$ cat config.mk
export PLATFORM = sky130hd
export DESIGN_NAME = mem_stage
export DESIGN_NICKNAME = d
export VERILOG_FILES = /design/src/rtl/mem_stage_pkg.sv /design/src/rtl/mem_stage_load_ext.sv /design/src/rtl/mem_stage.sv
export SDC_FILE = /design/constraint.sdc
export NUM_CORES = 1
export LEC_CHECK = 0
export ABC_AREA = 1
export BUFFER_PORTS_ARGS = -buffer_cell sky130_fd_sc_hd__buf_2
export CAP_MARGIN = 20
export CORE_MARGIN = 2
export CORE_UTILIZATION = 40
export DETAILED_ROUTE_END_ITERATION = 12
export PLACE_DENSITY = 0.71
export SETUP_SLACK_MARGIN = 0.15
export SLEW_MARGIN = 0
export SYNTH_ARGS = -nofsm -noshare
export SYNTH_HDL_FRONTEND = slang
export SYNTH_SLANG_ARGS = --single-unit
$ cat constraint.sdc
create_clock -name clk -period 5.76 [get_ports clk]
set_clock_uncertainty 0.2 [all_clocks]
set_input_delay 1.152 -clock clk [delete_from_list [all_inputs] [get_ports clk]]
set_output_delay 1.152 -clock clk [all_outputs]
set_load 0.01 [all_outputs]
$ cat src/rtl/mem_stage_pkg.sv
// Shared definitions for the memory stage: register widths, load/store type codes,
// FSM state encodings and the byte-count helper used to size serial accesses.
package mem_stage_pkg;

    localparam int RegLen     = 32;
    localparam int RegAddrLen = 5;
    localparam int OpCodeLen  = 4;
    localparam int CntLen     = 2;

    typedef enum logic [OpCodeLen-1:0] {
        LS_NOP = 4'd0,
        LS_LB  = 4'd1,
        LS_LH  = 4'd2,
        LS_LW  = 4'd3,
        LS_LBU = 4'd4,
        LS_LHU = 4'd5,
        LS_SB  = 4'd6,
        LS_SH  = 4'd7,
        LS_SW  = 4'd8
    } ls_type_e;

    typedef enum logic [1:0] {
        ST_IDLE   = 2'd0,
        ST_ACCESS = 2'd1,
        ST_LAST   = 2'd2,
        ST_DONE   = 2'd3
    } mem_state_e;

    // Index of the final byte of an access (N-1); unknown codes fall back to one byte.
    function automatic logic [CntLen-1:0] lastByteIdx(input logic [OpCodeLen-1:0] lsType);
        logic [CntLen-1:0] idx;
        case (lsType)
            LS_LH, LS_LHU, LS_SH: idx = 2'd1;
            LS_LW, LS_SW:         idx = 2'd3;
            default:              idx = 2'd0;
        endcase
        return idx;
    endfunction

endpackage

$ cat src/rtl/mem_stage_load_ext.sv
// Load result formatter: sign- or zero-extends the assembled little-endian buffer
// according to the load type.
module load_ext
    import mem_stage_pkg::*;
(
    input  logic [RegLen-1:0]    i_buffer,
    input  logic [OpCodeLen-1:0] i_type,
    output logic [RegLen-1:0]    o_result
);

    always_comb begin
        o_result = i_buffer;
        case (i_type)
            LS_LB:   o_result = {{24{i_buffer[7]}}, i_buffer[7:0]};
            LS_LH:   o_result = {{16{i_buffer[15]}}, i_buffer[15:0]};
            LS_LBU:  o_result = {24'h000000, i_buffer[7:0]};
            LS_LHU:  o_result = {16'h0000, i_buffer[15:0]};
            LS_LW:   o_result = i_buffer;
            default: o_result = i_buffer;
        endcase
    end

endmodule

$ cat src/rtl/mem_stage.sv
// Memory pipeline stage: serialises loads and stores over a byte-wide arbitrated RAM,
// stalling the pipeline until the access completes.
module mem_stage
    import mem_stage_pkg::*;
(
    input  logic                  clk,
    input  logic                  rst,

    input  logic [RegLen-1:0]     rd_data_i,
    input  logic [RegAddrLen-1:0] rd_addr_i,
    input  logic                  rd_enable_i,

    input  logic                  load_enable_i,
    input  logic                  store_enable_i,
    input  logic [RegLen-1:0]     mem_addr_i,
    input  logic [OpCodeLen-1:0]  load_store_type_i,

    output logic [RegLen-1:0]     rd_data_o,
    output logic [RegAddrLen-1:0] rd_addr_o,
    output logic                  rd_enable_o,

    output logic                  ram_req_o,
    input  logic                  ram_grant_i,
    output logic [RegLen-1:0]     ram_addr_o,
    output logic                  ram_wr_o,
    output logic [7:0]            ram_dout_o,
    input  logic [7:0]            ram_din_i,

    output logic                  stall_req_o
);

    mem_state_e          r_state;
    logic [CntLen-1:0]   r_cnt;
    logic [RegLen-1:0]   r_buffer;

    logic                w_op;
    logic [CntLen-1:0]   w_lastIdx;
    logic [CntLen-1:0]   w_prevIdx;
    logic [RegLen-1:0]   w_extData;
    logic [RegLen-1:0]   w_byteAddr;

    assign w_op       = load_enable_i | store_enable_i;
    assign w_lastIdx  = lastByteIdx(load_store_type_i);
    assign w_prevIdx  = r_cnt - 2'd1;
    assign w_byteAddr = mem_addr_i + {{(RegLen-CntLen){1'b0}}, r_cnt};

    load_ext u_load_ext (
        .i_buffer (r_buffer),
        .i_type   (load_store_type_i),
        .o_result (w_extData)
    );

    // RAM read data lags its address by a cycle, so byte k lands while byte k+1 is
    // being addressed; LAST exists only to collect the final byte of a load.
    always_ff @(posedge clk or negedge rst) begin
        if (!rst) begin
            r_state  <= ST_IDLE;
            r_cnt    <= '0;
            r_buffer <= '0;
        end else begin
            case (r_state)
                ST_IDLE: begin
                    if (w_op && ram_grant_i) begin
                        r_state  <= ST_ACCESS;
                        r_cnt    <= '0;
                        r_buffer <= '0;
                    end
                end
                ST_ACCESS: begin
                    if (load_enable_i && (r_cnt != 2'd0)) begin
                        r_buffer[{w_prevIdx, 3'b000} +: 8] <= ram_din_i;
                    end
                    if (r_cnt == w_lastIdx) begin
                        r_cnt <= '0;
                        if (store_enable_i) begin
                            r_state <= ST_DONE;
                        end else begin
                            r_state <= ST_LAST;
                        end
                    end else begin
                        r_cnt <= r_cnt + 2'd1;
                    end
                end
                ST_LAST: begin
                    r_buffer[{w_lastIdx, 3'b000} +: 8] <= ram_din_i;
                    r_state <= ST_DONE;
                end
                ST_DONE: begin
                    r_state <= ST_IDLE;
                end
                default: begin
                    r_state <= ST_IDLE;
                end
            endcase
        end
    end

    // Outputs follow the state directly so that IDLE pass-through and the first
    // request happen in the same cycle the instruction arrives.
    always_comb begin
        rd_data_o   = '0;
        rd_addr_o   = '0;
        rd_enable_o = 1'b0;
        ram_req_o   = 1'b0;
        ram_addr_o  = '0;
        ram_wr_o    = 1'b0;
        ram_dout_o  = '0;
        stall_req_o = 1'b0;
        if (rst) begin
            ram_addr_o = w_byteAddr;
            case (r_state)
                ST_IDLE: begin
                    if (w_op) begin
                        ram_req_o   = 1'b1;
                        stall_req_o = 1'b1;
                    end else begin
                        rd_data_o   = rd_data_i;
                        rd_addr_o   = rd_addr_i;
                        rd_enable_o = rd_enable_i;
                    end
                end
                ST_ACCESS: begin
                    ram_req_o   = 1'b1;
                    stall_req_o = 1'b1;
                    ram_wr_o    = store_enable_i;
                    ram_dout_o  = rd_data_i[{r_cnt, 3'b000} +: 8];
                end
                ST_LAST: begin
                    ram_req_o   = 1'b1;
                    stall_req_o = 1'b1;
                end
                ST_DONE: begin
                    rd_addr_o = rd_addr_i;
                    if (store_enable_i) begin
                        rd_data_o   = rd_data_i;
                        rd_enable_o = 1'b0;
                    end else begin
                        rd_data_o   = w_extData;
                        rd_enable_o = rd_enable_i;
                    end
                end
                default: begin
                    rd_enable_o = 1'b0;
                end
            endcase
        end
    end

    a_noEnableWhileStalled: assert property (@(posedge clk) disable iff (!rst)
        stall_req_o |-> !rd_enable_o);

    a_writeOnlyWithRequest: assert property (@(posedge clk) disable iff (!rst)
        ram_wr_o |-> ram_req_o);

endmodule

==> flow_metrics.env, run 1 <==
export IMPL_htreeDepth=2
export IMPL_worst_ir_drop_vdd_uv=136
export IMPL_syn_mean_instance_area_um2=5.71
export IMPL_die_w_um=118
export IMPL_drv_cap=0
export IMPL_cts_root_buffer="clkbuf_16"
export IMPL_worst_pin_slew_ps=961
export IMPL_worst_endpoint_required_ps=4410
export IMPL_die_h_um=118
export IMPL_async_reset_ff_share_pct=100
export IMPL_rsz0062_at_grt="no"
export IMPL_first_global_vias=5660
export IMPL_rrSetupSlack_ps=2180
export IMPL_synth_top_family_by_area="simple AND/OR/NAND/NOR gates"
export IMPL_path_cells="buf_2 > nor2_4 > nand2_2 > inv_1 > nor2_1 > nor3b_1 > buf_2"
export IMPL_leakagePower_nw=3.07
export IMPL_final_common_cell="nand2_1"
export IMPL_worst_hold_path_type="flop to flop"
export IMPL_vias_per_cell=5.33
export IMPL_cts_tree="done"
export IMPL_rr_worst_depth=10
export IMPL_gr_total_overflow=0
export IMPL_fin_setup_tns_ps=0
export IMPL_wl_um=17400
export IMPL_cpPeakStageDelay_ps=680
export IMPL_worstSkewPairLatency_ps=280
export IMPL_synth_area_um2=5210
export IMPL_synth_xor_area_share_pct=2.19
export IMPL_coreArea_um2=12700
export IMPL_fin_crit_ps=4400
export IMPL_worstPathArrival_ps=3040
export IMPL_synth_adder_area_share_pct=3.03
export IMPL_drive_gt1_share_pct=21.0
export IMPL_setup_viol=0
export IMPL_r2r_end="r_buffer[18]$_DFFE_PN0P_"
export IMPL_finalCritPeriodShare_pct=76.3
export IMPL_fillerInstances=1377
export IMPL_drtIter0Drc=805
export IMPL_ys_ff_latch=36
export IMPL_synth_mux_area_share_pct=0
export IMPL_postRouteAntennaNets=0
export IMPL_relSlewSlack_pct=35.9
export IMPL_place_congestion=0.921
export IMPL_rows=41
export IMPL_hold_start="r_buffer[20]$_DFFE_PN0P_"
export IMPL_io_pin_count=168
export IMPL_yosys_warnings=0
export IMPL_clockBufferDepth=2
export IMPL_netlist_cell_type_count=43
export IMPL_crit_path_start_kind="input pin"
export IMPL_antennaDiodeCount=0
export IMPL_powerDensity_nw_per_um2=290
export IMPL_cts_sinks=36
export IMPL_seq_area_frac_synth_pct=17.3
export IMPL_cts_clk_slew_worst_paths_ps=60
export IMPL_synth_compound_area_share_pct=23.7
export IMPL_syn_to_final_growth_pct=18.3
export IMPL_grt_pass1_wl_um=28100
export IMPL_critPathKind="input pin to output port"
export IMPL_whs_endpoint="r_buffer[20]$_DFFE_PN0P_"
export IMPL_antenna_found_initial=0
export IMPL_vias=6500
export IMPL_hold_viol_final=0
export IMPL_slew_viol_final=0
export IMPL_post_cts_setup_buffer_count=0
export IMPL_ctsHoldBuffers=0
export IMPL_nets=1146
export IMPL_wl_per_cell_um=14.3
export IMPL_cpMaxStageDelayCell="inv_1"
export IMPL_io_buffers=167
export IMPL_ys_flop_type="dfrtp_1"
export IMPL_final_util_pct=48.6
export IMPL_dp_hpwl_um=13400
export IMPL_hold_depth=2
export IMPL_gr_usage_all_layers_pct=24.3
export IMPL_synth_simple_area_share_pct=41.0
export IMPL_drt_pass1_iter_count=5
export IMPL_crit_path_end_kind="output port"
export IMPL_drcViolationCount=0
export IMPL_cp_common_cell="buf_2"
export IMPL_layout_common_cells="266 x nand2_1, 167 x buf_2, 102 x nor2_1"
export IMPL_worstPathMaxFanout=36
export IMPL_die_area_um2=13900
export IMPL_clock_fmax_ghz=0.227
export IMPL_synth_edf_count=0
export IMPL_initial_core_util_pct=41.1
export IMPL_cts_resized=0
export IMPL_synth_cells=912
export IMPL_grt_start_max_net_pins=50
export IMPL_r2r_start="r_cnt[0]$_DFFE_PN0P_"
export IMPL_outcome="finished clean"
export IMPL_cts_buffers=5
export IMPL_syn_nets=1011
worst max path at each step:
| stage | from | to | cells past startpoint |
|---|---|---|---|
| 6_report | store_enable_i | rd_addr_o[4] | 7 |
| 5_1_grt | store_enable_i | rd_addr_o[0] | 7 |
| 4_1_cts | store_enable_i | rd_addr_o[3] | 7 |
| 3_5_place_dp | store_enable_i | rd_addr_o[3] | 7 |
| 3_3_place_gp | store_enable_i | rd_addr_o[2] | 7 |
| 2_1_floorplan | mem_addr_i[0] | ram_addr_o[18] | 10 |
state kept, by name, indices dropped and copies added, names as in the netlist:
register and count:
r_state 2, r_cnt 2, r_buffer 32
worst max-delay path: cells and delay by family:
family / cells / cell delay, ps
buf+inv: 3 / 1140
simple gates: 4 / 750
final cells by class:
class                   instances  area (µm²)  share of cell area [%]
inverters                      92         345                    5.61
clock inverters                 1        30.0                   0.488
repair buffers                172         873                    14.2
flip-flops and latches         36         901                    14.6
well taps                     172         215                    3.49
clock buffers                   7         153                    2.48
multi-input cells             740        3640                    59.1
through the flow:
step | std cells | setup WS, ps | hold WS [ps] | power, mW | cell area [µm²]
2_1_floorplan | 912 | 1870 | 242 | 1.16 | 5210
3_3_place_gp | 1212 | 1440 | 266 | 1.42 | 5980
3_5_place_dp | 1212 | 1400 | 264 | 1.43 | 5980
4_1_cts | 1220 | 1390 | 278 | 1.77 | 6160
5_1_grt | 1220 | 1120 | 306 | 1.93 | 6160
6_report | 1220 | 1360 | 283 | 1.78 | 6160
power by group:
group	internal, mW	switching [mW]
sequential	0.318	0.0700
clock	0.228	0.110
combinational	0.318	0.741
total	0.864	0.920
routing by layer:
metal	track usage [%]	vias up	share of wire [%]
li1	-	3273	-
met1	32.8	2880	45
met2	39.5	309	45
met3	2.71	38	6.9
met4	9.56	0	3.1
met5	0	-	0
logic make-up (layout without fill, tap and decap cells):
| kind of cell | count (synthesis) | after routing |
|---|---|---|
| compound gates | 230 | 230 |
| buf+inv | 136 | 272 |
| flops | 36 | 36 |
| xor+xnor | 13 | 13 |
| simple gates | 485 | 485 |
| fa+ha+maj | 12 | 12 |
synthesized netlist by cell type (all sizes together) (3+ instances only):
cell / instances / area share [%]
xnor2: 5 / 0.84
nand4: 21 / 2.5
buf: 14 / 2.4
nor2: 109 / 8.5
nand3: 43 / 5.2
ha: 11 / 2.6
a31oi: 3 / 0.36
xor2: 8 / 1.3
nor3b: 6 / 0.87
inv: 90 / 6.5
nand2: 276 / 21
nor3: 24 / 2.3
o21ai: 109 / 11
o211ai: 13 / 1.9
dfrtp: 36 / 17
clkbuf: 28 / 3.4
a21oi: 94 / 9.3
o21bai: 8 / 1.2
(Power assumes the default switching activity.)
==> run 2, diff against run 1 <==
PLACE_DENSITY = 0.74   (was 0.71)
clock period = 3.8 ns   (was 5.76 ns; I/O delays follow)
==> flow_metrics.env, run 2 (synthesis results as in run 1) <==
export IMPL_crit_family="simple AND/OR/NAND/NOR gates"
export IMPL_rsz0062_at_grt="no"
export IMPL_cts_tree="done"
export IMPL_die_w_um=118
export IMPL_cpMaxStageDelayCell="fa_1"
export IMPL_io_buffers=167
export IMPL_worstSkewPairLatency_ps=290
export IMPL_gr_total_overflow=0
export IMPL_drive_gt1_share_pct=21.9
export IMPL_drv_cap=0
export IMPL_drtIter0Drc=657
export IMPL_cpPeakStageDelay_ps=210
export IMPL_post_cts_setup_buffer_count=0
export IMPL_place_congestion=0.945
export IMPL_initial_core_util_pct=41.1
export IMPL_final_common_cell="nand2_1"
export IMPL_internal_power_mw=1.44
export IMPL_worst_ir_drop_vdd_uv=213
export IMPL_p_switching_mw=1.41
export IMPL_htreeDepth=2
export IMPL_worst_pin_slew_ps=644
export IMPL_worst_hold_path_type="input pin to async pin"
export IMPL_largest_reg_flops=32
export IMPL_fillerInstances=1334
export IMPL_wl_per_cell_um=14.3
export IMPL_seqPwrFrac_pct=20.5
export IMPL_path_cells="buf_2 > ha_1 > fa_1 > nand2_1 > nor2_2 > nand2_1 > inv_1 > nand4_1 > nor2_1 > nand2_1 > nand2_1 > nand2_1 > nor2_1 > buf_2"
export IMPL_nets=1158
export IMPL_worstPathArrival_ps=2440
export IMPL_grt_pass1_wl_um=28400
export IMPL_outcome="finished clean"
export IMPL_antenna_found_initial=0
export IMPL_crit_path_start_kind="input pin"
export IMPL_die_area_um2=13900
export IMPL_finalCritPeriodShare_pct=89.5
export IMPL_regMostFlops="r_buffer"
export IMPL_p_comb_share_pct=58.1
export IMPL_rows=41
export IMPL_worst_endpoint_required_ps=2840
export IMPL_top_regs="r_buffer x32, r_cnt x2, r_state x2"
export IMPL_drt_pass1_iter_count=6
export IMPL_gr_usage_all_layers_pct=24.4
export IMPL_clock_fmax_ghz=0.294
export IMPL_clkPwrFrac_pct=21.4
export IMPL_layout_common_cells="266 x nand2_1, 167 x buf_2, 102 x nor2_1"
export IMPL_drcViolationCount=0
export IMPL_cp_common_cell="nand2_1"
export IMPL_syn_to_final_growth_pct=20.6
export IMPL_wl_um=17600
export IMPL_critPathKind="input pin to output port"
export IMPL_crit_path_end_kind="output port"
export IMPL_fin_setup_tns_ps=0
export IMPL_cts_clk_slew_worst_paths_ps=60
export IMPL_die_h_um=118
export IMPL_leakagePower_nw=3.14
export IMPL_grt_start_max_net_pins=39
export IMPL_cts_buffers=5
export IMPL_slew_viol_final=0
export IMPL_multi_input_area_um2=3640
export IMPL_vias=6565
export IMPL_cts_sinks=36
export IMPL_place_ws_ps=437
export IMPL_clockBufferDepth=2
export IMPL_fin_ws_ps=398
export IMPL_worstPathMaxFanout=3
export IMPL_relSlewSlack_pct=57.0
export IMPL_cp_buffers_inverters=3
export IMPL_coreArea_um2=12700
export IMPL_first_global_vias=5764
export IMPL_postRouteAntennaNets=0
export IMPL_io_pin_count=168
export IMPL_seqCellArea_um2=901
export IMPL_vias_per_cell=5.33
export IMPL_powerDensity_nw_per_um2=454
export IMPL_cts_root_buffer="clkbuf_16"
export IMPL_ctsHoldBuffers=0
export IMPL_setup_viol=0
export IMPL_dp_hpwl_um=13700
export IMPL_hold_viol_final=0
export IMPL_antennaDiodeCount=0
export IMPL_swShare_pct=49.3
export IMPL_fin_crit_ps=3400
export IMPL_cts_resized=0
[run 2: cell types whose count changed in the layout (fill, tap and decap cells not counted)]
cell and change:
buf_4 +12, bufinv_16 +2, clkbuf_8 -2
[run 2: final timing paths]
path                       slack (ps)  cells after the start                startpoint                       end
max reg2reg                      1020                     11      r_cnt[0]$_DFFE_PN0P_  r_buffer[20]$_DFFE_PN0P_
min in group clk                  280                      2  r_buffer[17]$_DFFE_PN0P_  r_buffer[17]$_DFFE_PN0P_
max                               400                     14             mem_addr_i[0]            ram_addr_o[22]
min reg2reg                       280                      2  r_buffer[17]$_DFFE_PN0P_  r_buffer[17]$_DFFE_PN0P_
min                               170                      1                       rst  r_buffer[22]$_DFFE_PN0P_
max in group asynchronous        2690                      2                       rst   r_buffer[0]$_DFFE_PN0P_
[run 2: final cells by class]
class / count / area share, %
Tap cell: 172 / 3.43
Multi-Input combinational cell: 740 / 58.0
Clock inverter: 3 / 1.43
Sequential cell: 36 / 14.3
Clock buffer: 5 / 1.99
Timing Repair Buffer: 184 / 15.3
Inverter: 92 / 5.50
[run 2: metal layers]
| layer | wire length, µm | up-vias | share of wire [%] | track usage, % |
|---|---|---|---|---|
| li1 | - | 3292 | - | - |
| met1 | 7470 | 2888 | 42 | 32.2 |
| met2 | 8150 | 361 | 46 | 41.5 |
| met3 | 1620 | 24 | 9.2 | 2.66 |
| met4 | 376 | 0 | 2.1 | 7.91 |
| met5 | 0 | - | 0 | 0 |
[run 2: power groups by stage]
stage | clock network [mW] | registers [mW] | logic, mW
floorplan | 0 | 0.550 | 1.21
global placement | 0 | 0.582 | 1.62
detailed placement | 0 | 0.585 | 1.63
CTS | 0.618 | 0.578 | 1.64
global route | 0.633 | 0.595 | 1.84
finish | 0.610 | 0.585 | 1.66
[run 2: through the flow]
| stage | utilization [%] | instance area, µm² | std cells | hold WS, ps | total power, mW |
|---|---|---|---|---|---|
| global placement | 47.9 | 6070 | 1224 | 255 | 2.20 |
| floorplan | - | 5210 | 912 | 242 | 1.76 |
| finish | 49.6 | 6280 | 1232 | 169 | 2.85 |
| CTS | 49.6 | 6280 | 1232 | 173 | 2.83 |
| global route | 49.6 | 6280 | 1232 | 185 | 3.07 |
| detailed placement | 47.9 | 6070 | 1224 | 263 | 2.22 |
==> run 3, diff against run 2 <==
PLACE_DENSITY = 0.71   (was 0.74)
clock period = 4.09 ns   (was 3.8 ns; I/O delays follow)
==> flow_metrics.env, run 3 (synthesis results as in run 1) <==
export IMPL_wl_um=18300
export IMPL_hold_depth=2
export IMPL_drtIter0Drc=673
export IMPL_cts_clk_slew_worst_paths_ps=60
export IMPL_htreeDepth=2
export IMPL_clockBufferDepth=2
export IMPL_antenna_found_initial=0
export IMPL_hold_start="r_buffer[16]$_DFFE_PN0P_"
export IMPL_drv_cap=0
export IMPL_rsz0062_at_grt="no"
export IMPL_dp_hpwl_um=14300
export IMPL_worstPathArrival_ps=2660
export IMPL_io_pin_count=168
export IMPL_critPathKind="flop to output port"
export IMPL_placed_cell_area_um2=6060
export IMPL_crit_start="r_cnt[1]$_DFFE_PN0P_"
export IMPL_clock_fmax_ghz=0.272
export IMPL_rr_worst_depth=9
export IMPL_gr_usage_all_layers_pct=25.2
export IMPL_regMostFlops="r_buffer"
export IMPL_fin_crit_ps=3680
export IMPL_cts_buffers=5
export IMPL_antennaDiodeCount=0
export IMPL_first_global_vias=5863
export IMPL_cts_resized=0
export IMPL_seqCellArea_um2=901
export IMPL_worst_pin_slew_ps=714
export IMPL_outcome="finished clean"
export IMPL_slew_viol_final=0
export IMPL_layout_common_cells="266 x nand2_1, 167 x buf_2, 102 x nor2_1"
export IMPL_fillerInstances=1361
export IMPL_wl_per_cell_um=14.8
export IMPL_worst_endpoint_required_ps=3070
export IMPL_crit_path_start_kind="flop"
export IMPL_worst_hold_path_type="flop to flop"
export IMPL_largest_reg_flops=32
export IMPL_fin_area_um2=6220
export IMPL_fin_setup_tns_ps=0
export IMPL_ctsHoldBuffers=0
export IMPL_setup_viol=0
export IMPL_cts_tree="done"
export IMPL_top_regs="r_buffer x32, r_cnt x2, r_state x2"
export IMPL_rows=41
export IMPL_cpMaxStageDelayCell="dfrtp_1"
export IMPL_relSlewSlack_pct=52.4
export IMPL_io_buffers=167
export IMPL_rrSetupSlack_ps=900
export IMPL_crit_path_end_kind="output port"
export IMPL_finalCritPeriodShare_pct=89.9
export IMPL_place_congestion=0.939
export IMPL_cts_root_buffer="clkbuf_16"
export IMPL_leakagePower_nw=3.12
export IMPL_nets=1157
export IMPL_r2r_start="r_cnt[1]$_DFFE_PN0P_"
export IMPL_hold_viol_final=0
export IMPL_postRouteAntennaNets=0
export IMPL_drive_gt1_share_pct=21.7
export IMPL_die_h_um=118
export IMPL_coreArea_um2=12700
export IMPL_drcViolationCount=0
export IMPL_worstPathMaxFanout=15
export IMPL_multi_input_area_um2=3640
export IMPL_drt_pass1_iter_count=6
export IMPL_dp_cells=1223
export IMPL_initial_core_util_pct=41.1
export IMPL_vias=6523
export IMPL_powerDensity_nw_per_um2=410
export IMPL_vias_per_cell=5.30
export IMPL_grt_pass1_wl_um=29200
export IMPL_final_cells=1231
export IMPL_worstSkewPairLatency_ps=290
export IMPL_post_cts_setup_buffer_count=0
export IMPL_grt_start_max_net_pins=39
export IMPL_die_w_um=118
export IMPL_cp_common_cell="nand2_1"
export IMPL_cts_sinks=36
export IMPL_final_util_pct=49.1
export IMPL_worst_ir_drop_vdd_uv=197
export IMPL_gr_total_overflow=0
export IMPL_cpPeakStageDelay_ps=800
export IMPL_syn_to_final_growth_pct=19.5
export IMPL_die_area_um2=13900
export IMPL_path_cells="fa_1 > nand2_1 > nor2_2 > nand2_1 > inv_1 > nand4_1 > nor2_1 > nand2_1 > nand2_1 > nand2_1 > nor2_1 > buf_2"
export IMPL_final_common_cell="nand2_1"
-- run 3: final cells by class --
type | count | area share [%]
timing repair buffer | 183 | 15.4
sequential | 36 | 14.5
clock inverter | 2 | 0.563
multi-input combinational | 740 | 58.5
clock buffer | 6 | 2.07
inverter | 92 | 5.55
tap | 172 | 3.46
-- run 3: power breakdown --
part,internal (mW),switching [mW]
Sequential,0.447,0.105
Combinational,0.484,1.06
Clock,0.287,0.165
Total,1.22,1.33
-- run 3: worst paths after layout --
path | end
hold reg to reg | r_buffer[16]$_DFFE_PN0P_
min in group asynchronous | r_buffer[2]$_DFFE_PN0P_
hold / removal | r_buffer[16]$_DFFE_PN0P_
setup reg to reg | r_buffer[20]$_DFFE_PN0P_
setup / recovery | ram_addr_o[22]
max in group asynchronous | r_buffer[28]$_DFFE_PN0P_
-- run 3: layer usage --
metal  up-vias  share of wire [%]  GRT usage [%]
met2       302                 47           43.1
met3        22                7.8           3.83
met5         -                  0              0
li1       3292                  -              -
met4         0                1.7           6.63
met1      2907                 44           33.1
-- run 3: critical path: cells and delay by family, from the launching register on --
family        cells  cell delay [ps]
buf+inv           2              230
fa+ha+maj         1              330
flops             1              800
simple gates      9              990
-- run 3: stage by stage --
stage / setup WS [ps] / hold WS (ps) / total power, mW
2_1_floorplan: 868 / 242 / 1.63
3_3_place_gp: 618 / 257 / 2.06
3_5_place_dp: 586 / 262 / 2.07
4_1_cts: 460 / 276 / 2.53
5_1_grt: 227 / 319 / 2.75
6_report: 413 / 278 / 2.55
